[src/rtl/led_ripple_ctrl.sv]
// led_ripple_ctrl
//   Drives a one-hot LED "ripple" at a programmable step rate. A prescaler
//   counts enabled cycles. When the count reaches step_div, a step event
//   fires and the lit LED moves according to mode:
//     00 rotate-up, 01 rotate-down, 10 bounce (ping-pong), 11 hold.
//
// Ports
//   clk       single clock, rising edge
//   reset     synchronous, active-high; overrides enable
//   enable    allows the prescaler and the pattern to advance
//   mode      pattern select (see above); sampled on step events only
//   step_div  step period in cycles minus one
//   led       registered one-hot LED drive, always 1 << pos
//   pos       registered index of the lit LED
//   tick      one-cycle registered pulse on every step event
//   wrap      one-cycle registered pulse on a wrap or bounce turnaround
module led_ripple_ctrl #(
  parameter int NUM_LEDS  = 8,
  parameter int DIV_WIDTH = 24,
  parameter int POS_WIDTH = 3
) (
  input  logic                 clk,
  input  logic                 reset,
  input  logic                 enable,
  input  logic [1:0]           mode,
  input  logic [DIV_WIDTH-1:0] step_div,
  output logic [NUM_LEDS-1:0]  led,
  output logic [POS_WIDTH-1:0] pos,
  output logic                 tick,
  output logic                 wrap
);

  typedef enum logic {
    UP   = 1'b0,
    DOWN = 1'b1
  } dir_t;

  typedef enum logic [1:0] {
    MODE_UP     = 2'b00,
    MODE_DOWN   = 2'b01,
    MODE_BOUNCE = 2'b10,
    MODE_HOLD   = 2'b11
  } mode_t;

  localparam logic [POS_WIDTH-1:0] POS_FIRST  = '0;
  localparam logic [POS_WIDTH-1:0] POS_ONE    = POS_WIDTH'(1);
  localparam logic [POS_WIDTH-1:0] POS_LAST   = POS_WIDTH'(NUM_LEDS - 1);
  localparam logic [POS_WIDTH-1:0] POS_PENULT = POS_WIDTH'(NUM_LEDS - 2);
  localparam logic [NUM_LEDS-1:0]  LED_FIRST  = NUM_LEDS'(1);

  logic [DIV_WIDTH-1:0] count;
  dir_t                 dir;
  dir_t                 dir_nxt;
  logic [POS_WIDTH-1:0] pos_nxt;
  logic                 wrap_nxt;
  logic                 step;

  // A >= compare means lowering step_div below the running count forces a
  // step on the next enabled cycle instead of waiting for a counter wrap.
  // The increment only happens while count < step_div, so it cannot overflow.
  assign step = enable && (count >= step_div);

  // Where the pattern would move on a step event.
  // NOTE: every output of this block gets a default first, so no path leaves
  // a value unassigned and no latch is inferred.
  always_comb begin
    pos_nxt  = pos;
    dir_nxt  = dir;
    wrap_nxt = 1'b0;
    case (mode_t'(mode))
      MODE_UP: begin
        dir_nxt = UP;
        if (pos == POS_LAST) begin
          pos_nxt  = POS_FIRST;
          wrap_nxt = 1'b1;
        end else begin
          pos_nxt = pos + POS_ONE;
        end
      end
      MODE_DOWN: begin
        dir_nxt = DOWN;
        if (pos == POS_FIRST) begin
          pos_nxt  = POS_LAST;
          wrap_nxt = 1'b1;
        end else begin
          pos_nxt = pos - POS_ONE;
        end
      end
      MODE_BOUNCE: begin
        // Turnaround moves straight to the neighbour: no dwell at either end.
        // The same rule also covers entering bounce already at an end.
        if (dir == UP) begin
          if (pos == POS_LAST) begin
            pos_nxt  = POS_PENULT;
            dir_nxt  = DOWN;
            wrap_nxt = 1'b1;
          end else begin
            pos_nxt = pos + POS_ONE;
          end
        end else begin
          if (pos == POS_FIRST) begin
            pos_nxt  = POS_ONE;
            dir_nxt  = UP;
            wrap_nxt = 1'b1;
          end else begin
            pos_nxt = pos - POS_ONE;
          end
        end
      end
      default: begin
        // MODE_HOLD: tick still pulses, but position and direction stay put.
      end
    endcase
  end

  // Prescaler, direction FSM and all registered outputs.
  // NOTE: state registers use non-blocking assignments so every register
  // samples pre-edge values, independent of statement order.
  always_ff @(posedge clk) begin
    if (reset) begin
      count <= '0;
      pos   <= POS_FIRST;
      led   <= LED_FIRST;
      dir   <= UP;
      tick  <= 1'b0;
      wrap  <= 1'b0;
    end else begin
      tick <= 1'b0;
      wrap <= 1'b0;
      if (step) begin
        count <= '0;
        tick  <= 1'b1;
        wrap  <= wrap_nxt;
        pos   <= pos_nxt;
        dir   <= dir_nxt;
        led   <= LED_FIRST << pos_nxt;
      end else if (enable) begin
        count <= count + DIV_WIDTH'(1);
      end
    end
  end

endmodule

[config.mk]
export PLATFORM = sky130hd
export DESIGN_NAME = led_ripple_ctrl
export DESIGN_NICKNAME = d
export VERILOG_FILES = /design/src/rtl/led_ripple_ctrl.sv
export SDC_FILE = /design/constraint.sdc
export NUM_CORES = 1
export LEC_CHECK = 0
export BUFFER_PORTS_ARGS = -buffer_cell sky130_fd_sc_hd__buf_2
export CAP_MARGIN = 20
export CORE_UTILIZATION = 52
export DETAILED_ROUTE_END_ITERATION = 10
export PLACE_DENSITY = 0.74
export SYNTH_ARGS = -nofsm -noshare
export SYNTH_HDL_FRONTEND = slang
export SYNTH_SLANG_ARGS = --single-unit
[constraint.sdc]
create_clock -name clk -period 2.4 [get_ports clk]
set_input_delay 0.12 -clock clk [delete_from_list [all_inputs] [get_ports clk]]
set_output_delay 0.12 -clock clk [all_outputs]
set_load 0.005 [all_outputs]
==> metrics, run 1 <==
outcome=completed; switching share of power=21.4%; share of cells above drive strength 1=21.2%; largest net degree at the start of global routing=22; CP arrival=2.49 ns; leading post-synthesis cells by cell area=dfxtp_1, ha_1, inv_1; vias per cell=5.23; GRT overflow=0; Power Density=464 nW/µm²; NetSw=0.000310 W; final std cells w/o fill=430; Max Root-Sink Buffers=2; DIE WIDTH=73.3 µm; Setup Skew=0.00430 ns; Startpoint Class=register; htree depth=2; Clock Power Share=46.5%; Rows=25; core area=4820 µm²; cell area after synthesis=2640 µm²; Post-DP Area=2950 µm²; Root Buffer Master=clkbuf_8; Crit path required time=2.61 ns; final worst setup slack=0.127 ns; Netlist cell types=55; YS warnings=0; Post-Syn Nets=375; final instance area=3120 µm²; Post-synth top flop=dfxtp_1; placed cell count=422; final hold violations=0; via count=2251; endpoint class of the critical path=register; min cycle time layout=2.27 ns; critical path peak fanout=9; sequential standard cell area=761 µm²; clock slew at reported path FFs=0.08 ns; ANT cells=0; TritonCTS buffer count=5; WL/cell=12.6 µm; Final Cycle Share=94.7%; top-area cell type share of the netlist area=28.8%; 1st-pass router iterations=4; Post-DP HPWL=4120 µm; IO Port Bufs=41; 1st-iter DRT viols=59; Syn Inst Count=312; Area Overhead vs Synth=18.0%; initial core utilization=54.9%; pre-CTS setup slack=0.138 ns; post-route ant nets=0; vias in the first global route=2165; Slew @ Worst Pin=0.393 ns; Final Util=64.7%; Leakage=1.53 nW; number of max-cap violations=0; relative slew slack=73.5%; Die H=73.3 µm; Slew Viols, Final=0; # setup viols final=0; crit path kind=reg2reg; boundary pin count=42; HP Class=in2reg; sequential fraction of design power=43.9%; Mean Syn Cell Area=8.47 µm²; Total GRT Usage=21.6%; most frequent cells in the layout=buf_2, dfxtp_1, inv_1, nor2_1, ha_1; number of synthesized register bits=38; Synth area leader=dfxtp_1; VDD IR-drop max=0.346 mV; die area=5370 µm²; first-pass GRT wire length=9040 µm; CTS tree=built; ys async rst share=0%; fmax=0.440 GHz; number of synthesized flops with an enable pin=0; Internal Power=0.00114 W; most common cell after layout, fill and taps aside=buf_2; Setup Buffers After CTS=0; Nets=425; register area share after synthesis=28.8%; Multi-input gate area=1700 µm²; overall routed net length=5400 µm; GP Congestion=0.881; combinational share of power=9.6%; # fillers=426; DRC errors left=0; Worst-Skew Late Latency=0.28 ns; initial antenna violation count=0; clock sink total=38
## sequential cells by signal (all words and copies together), names as in the netlist
name and flops:
count 24, led 8, pos 3, dir 1
tick 1, wrap 1
## synth_stat cells (2+ instances only)
| cell | n |
|---|---|
| a21o_1 | 2 |
| nor3_1 | 4 |
| o21ai_1 | 2 |
| nor2b_1 | 4 |
| nand2b_1 | 4 |
| xnor2_1 | 8 |
| nand4_1 | 7 |
| o211ai_1 | 2 |
| o21ai_0 | 9 |
| xor2_1 | 13 |
| a31oi_1 | 2 |
| inv_1 | 36 |
| nor3_2 | 2 |
| nor2_1 | 36 |
| nand2_1 | 24 |
| mux2_4 | 2 |
| and4_1 | 2 |
| and3_1 | 6 |
| o211ai_2 | 2 |
| ha_1 | 34 |
| dfxtp_1 | 38 |
| o2111ai_1 | 2 |
| a211oi_1 | 5 |
| buf_6 | 4 |
| nand3_1 | 9 |
| mux2_2 | 2 |
| clkbuf_1 | 2 |
| mux2i_1 | 8 |
| a21oi_1 | 15 |
## power groups by stage
stage / combinational (W) / clock (W) / sequential [W]
2_1_floorplan: 0.0000889 / 0 / 0.000650
3_3_place_gp: 0.000132 / 0 / 0.000651
3_5_place_dp: 0.000135 / 0 / 0.000651
4_1_cts: 0.000136 / 0.000690 / 0.000636
5_1_grt: 0.000156 / 0.000718 / 0.000636
6_report: 0.000139 / 0.000673 / 0.000636
## critical path, stage by stage (launching register included)
cell     delay [ns]
dfxtp_1        0.47
ha_1           0.26
inv_1          0.06
ha_1           0.27
a21oi_1        0.07
o21ai_2        0.08
o21ai_1        0.08
o21a_2         0.25
or4b_1         0.53
mux2i_1        0.14
## per-layer routing
metal | part of all wire, % | track usage (%) | vias up
met5 | 0 | 0 | -
met4 | 1.1 | 7.84 | 0
met3 | 4.2 | 4.53 | 8
met2 | 47 | 35.9 | 51
met1 | 48 | 27.6 | 1011
li1 | - | - | 1181
## cells by family after synthesis
| logic type | after synthesis | synth area share, % |
|---|---|---|
| adder cells (fa/ha/maj) | 34 | 16.1 |
| flip-flops | 38 | 28.8 |
| buffers and inverters | 44 | 7.43 |
| XOR/XNOR | 21 | 6.96 |
| multiplexers | 12 | 5.02 |
| AO/OA/AOI/OAI | 56 | 15.4 |
| AND/OR/NAND/NOR | 107 | 20.3 |
## metrics by stage
step                power [W]  setup TNS (ns)  hold slack (ns)
floorplan            0.000739               0            0.404
global placement     0.000783               0            0.448
detailed placement   0.000785               0            0.448
CTS                   0.00146               0            0.210
global route          0.00151        -0.00370            0.220
finish                0.00145               0            0.216
## layout make-up
type / instances / share of cell area, %
sequential: 38 / 24.4
multi-input combinational: 230 / 54.6
clock inverter: 2 / 1.93
tap: 67 / 2.69
timing repair buffer: 50 / 9.27
inverter: 37 / 4.45
clock buffer: 6 / 2.65
## what timing repair did
item                       CTS  global route
setup endpoints to repair    0             7
hold buffers                 0             0
resized for setup            0             5
## path summary, 6_finish.rpt
kind / from / cells past startpoint / end / slack (ns)
setup / recovery: pos[0] / 9 / led[6] / 0.13
hold / removal: reset / 2 / count[2] / 0.22
setup reg to reg: pos[0] / 9 / led[6] / 0.13
hold reg to reg: led[6] / 2 / led[6] / 0.47
(Power assumes the default switching activity.)
==> inputs of run 2 (changes only) <==
--- a/config.mk
+++ b/config.mk
@@ -7,9 +7,8 @@
 export LEC_CHECK = 0
 export BUFFER_PORTS_ARGS = -buffer_cell sky130_fd_sc_hd__buf_2
 export CAP_MARGIN = 20
-export CORE_UTILIZATION = 52
+export CORE_UTILIZATION = 30
 export DETAILED_ROUTE_END_ITERATION = 10
-export PLACE_DENSITY = 0.74
 export SYNTH_ARGS = -nofsm -noshare
 export SYNTH_HDL_FRONTEND = slang
 export SYNTH_SLANG_ARGS = --single-unit
==> run 2 against run 1 <==
  * Clock-buffer cell count shrank 1
  * Routed wire length grew 6.8%
  * Global-route usage shrank 8.2 points
  * Setup slack gained 0.026 ns
  * Register-to-register slack gained 0.03 ns
  * Sequential power is essentially flat
  * Via count grew 4.1%
  * Combinational power grew 5%
  * Clock power shrank 2%
  * Maximum frequency grew 1.2%
  * Largest cell class unchanged
  * Non-clock buffer count grew 21
  * First-iteration DRC count grew 36%
==> metrics, run 2 (same netlist as run 1, synthesis figures left out) <==
outcome=completed (unchanged); vias in the first global route=2248 (was 2165); Final Cycle Share=93.6% (was 94.7%); Final Util=39.6% (was 64.7%); max reg flops=24 (unchanged); initial antenna violation count=0 (unchanged); IO Port Bufs=41 (unchanged); first-pass GRT wire length=9750 µm (was 9040 µm); pre-CTS setup slack=-0.158 ns (was 0.138 ns); fmax=0.445 GHz (was 0.440 GHz); Post-DP Area=3120 µm² (was 2950 µm²); core area=8380 µm² (was 4820 µm²); 1st-pass router iterations=4 (unchanged); GP Congestion=0.773 (was 0.881); Total GRT Usage=13.4% (was 21.6%); VDD IR-drop max=0.285 mV (was 0.346 mV); Post-DP HPWL=4470 µm (was 4120 µm); share of cells above drive strength 1=25.2% (was 21.2%); WL/cell=11.8 µm (was 12.6 µm); GRT overflow=0 (unchanged); vias per cell=4.78 (was 5.23); post-route ant nets=0 (unchanged); top flop regs=count: 24 flops, led: 8 flops, pos: 3 flops (unchanged); most frequent cells in the layout=buf_2, dfxtp_1, inv_1, nor2_1, ha_1 (unchanged); critical path peak fanout=10 (was 9); via count=2343 (was 2251); Power Density=433 nW/µm² (was 464 nW/µm²); Nets=447 (was 425); initial core utilization=31.5% (was 54.9%); DIE WIDTH=95.9 µm (was 73.3 µm); clock sink total=38 (unchanged); Crit path required time=2.59 ns (was 2.61 ns); number of max-cap violations=0 (unchanged); boundary pin count=42 (unchanged); 1st-iter DRT viols=80 (was 59); ANT cells=0 (unchanged); final instance area=3320 µm² (was 3120 µm²); die area=9190 µm² (was 5370 µm²); Slew Viols, Final=0 (unchanged); # fillers=879 (was 426); CTS tree=built (unchanged); Die H=95.9 µm (was 73.3 µm); Root Buffer Master=clkbuf_8 (unchanged); most common cell after layout, fill and taps aside=buf_2 (unchanged); clock slew at reported path FFs=0.08 ns (about the same); crit path kind=reg2reg (unchanged); Setup Skew=0.0107 ns (was 0.00430 ns); htree depth=2 (unchanged); endpoint class of the critical path=register (unchanged); Rows=33 (was 25); largest net degree at the start of global routing=22 (unchanged); # setup viols final=0 (unchanged); TritonCTS buffer count=5 (unchanged); CP arrival=2.43 ns (was 2.49 ns); Hold Slack=0.202 ns (was 0.216 ns); Worst-Skew Late Latency=0.29 ns (was 0.28 ns); Area Overhead vs Synth=25.7% (was 18.0%); min cycle time layout=2.25 ns (was 2.27 ns); Max Root-Sink Buffers=2 (unchanged); register bank with the most flops=count (unchanged); final worst setup slack=0.153 ns (was 0.127 ns); relative slew slack=61.5% (was 73.5%); Startpoint Class=register (unchanged); HP Class=in2reg (unchanged); DRC errors left=0 (unchanged); final hold violations=0 (unchanged); Setup Total Neg Slack=0 ns (unchanged); overall routed net length=5770 µm (was 5400 µm); Slew @ Worst Pin=0.573 ns (was 0.393 ns); Leakage=1.62 nW (was 1.53 nW)
run 2: what timing repair did:
item,CTS,global route
buffers inserted,0,6
cloned,0,1
gates resized for setup,1,4
endpoints found under the setup margin,5,28
hold buffers,0,0
pin swaps,0,5
run 2: critical path, stage by stage, from the launching register on:
cell      delay, ns
dfxtp_1        0.33
inv_1          0.06
ha_1           0.26
nand2b_1       0.14
a211oi_1       0.23
o221a_2        0.24
o211ai_2       0.14
a21oi_4        0.37
mux2_2         0.37
run 2: cell type report:
type / count / area, µm² / area share, %
Multi-Input combinational cell: 231 / 1710 / 51.5
Clock buffer: 5 / 68.8 / 2.07
Timing Repair Buffer: 71 / 443 / 13.3
Inverter: 37 / 139 / 4.18
Sequential cell: 38 / 761 / 22.9
Clock inverter: 3 / 68.8 / 2.07
Tap cell: 105 / 131 / 3.95
run 2: final timing paths:
| check | start | end | slack, ns | depth (start not counted) |
|---|---|---|---|---|
| setup / recovery | count[0] | led[4] | 0.15 | 8 |
| hold / removal | reset | tick | 0.20 | 2 |
| setup reg to reg | count[0] | led[4] | 0.15 | 8 |
| hold reg to reg | led[2] | led[2] | 0.46 | 2 |
run 2: power by group:
group	total, W	leakage (nW)	switching, W	internal [W]
registers	0.000635	0.306	0.00000206	0.000633
clock network	0.000657	0.0683	0.000240	0.000417
logic	0.000146	1.25	0.0000800	0.0000660
total	0.00144	1.62	0.000322	0.00112
run 2: stage by stage:
step / std cells / total power, W
2_1_floorplan: 312 / 0.000739
3_3_place_gp: 476 / 0.000791
3_5_place_dp: 476 / 0.000793
4_1_cts: 484 / 0.00146
5_1_grt: 490 / 0.00151
6_report: 490 / 0.00144
run 2: routing by layer:
layer | up-vias | share of wire (%) | GRT usage (%)
met1 | 1083 | 48 | 16.9
met5 | - | 0 | 0
li1 | 1224 | - | -
met2 | 31 | 48 | 23.2
met3 | 5 | 3.7 | 3.16
met4 | 0 | 0.55 | 2.99
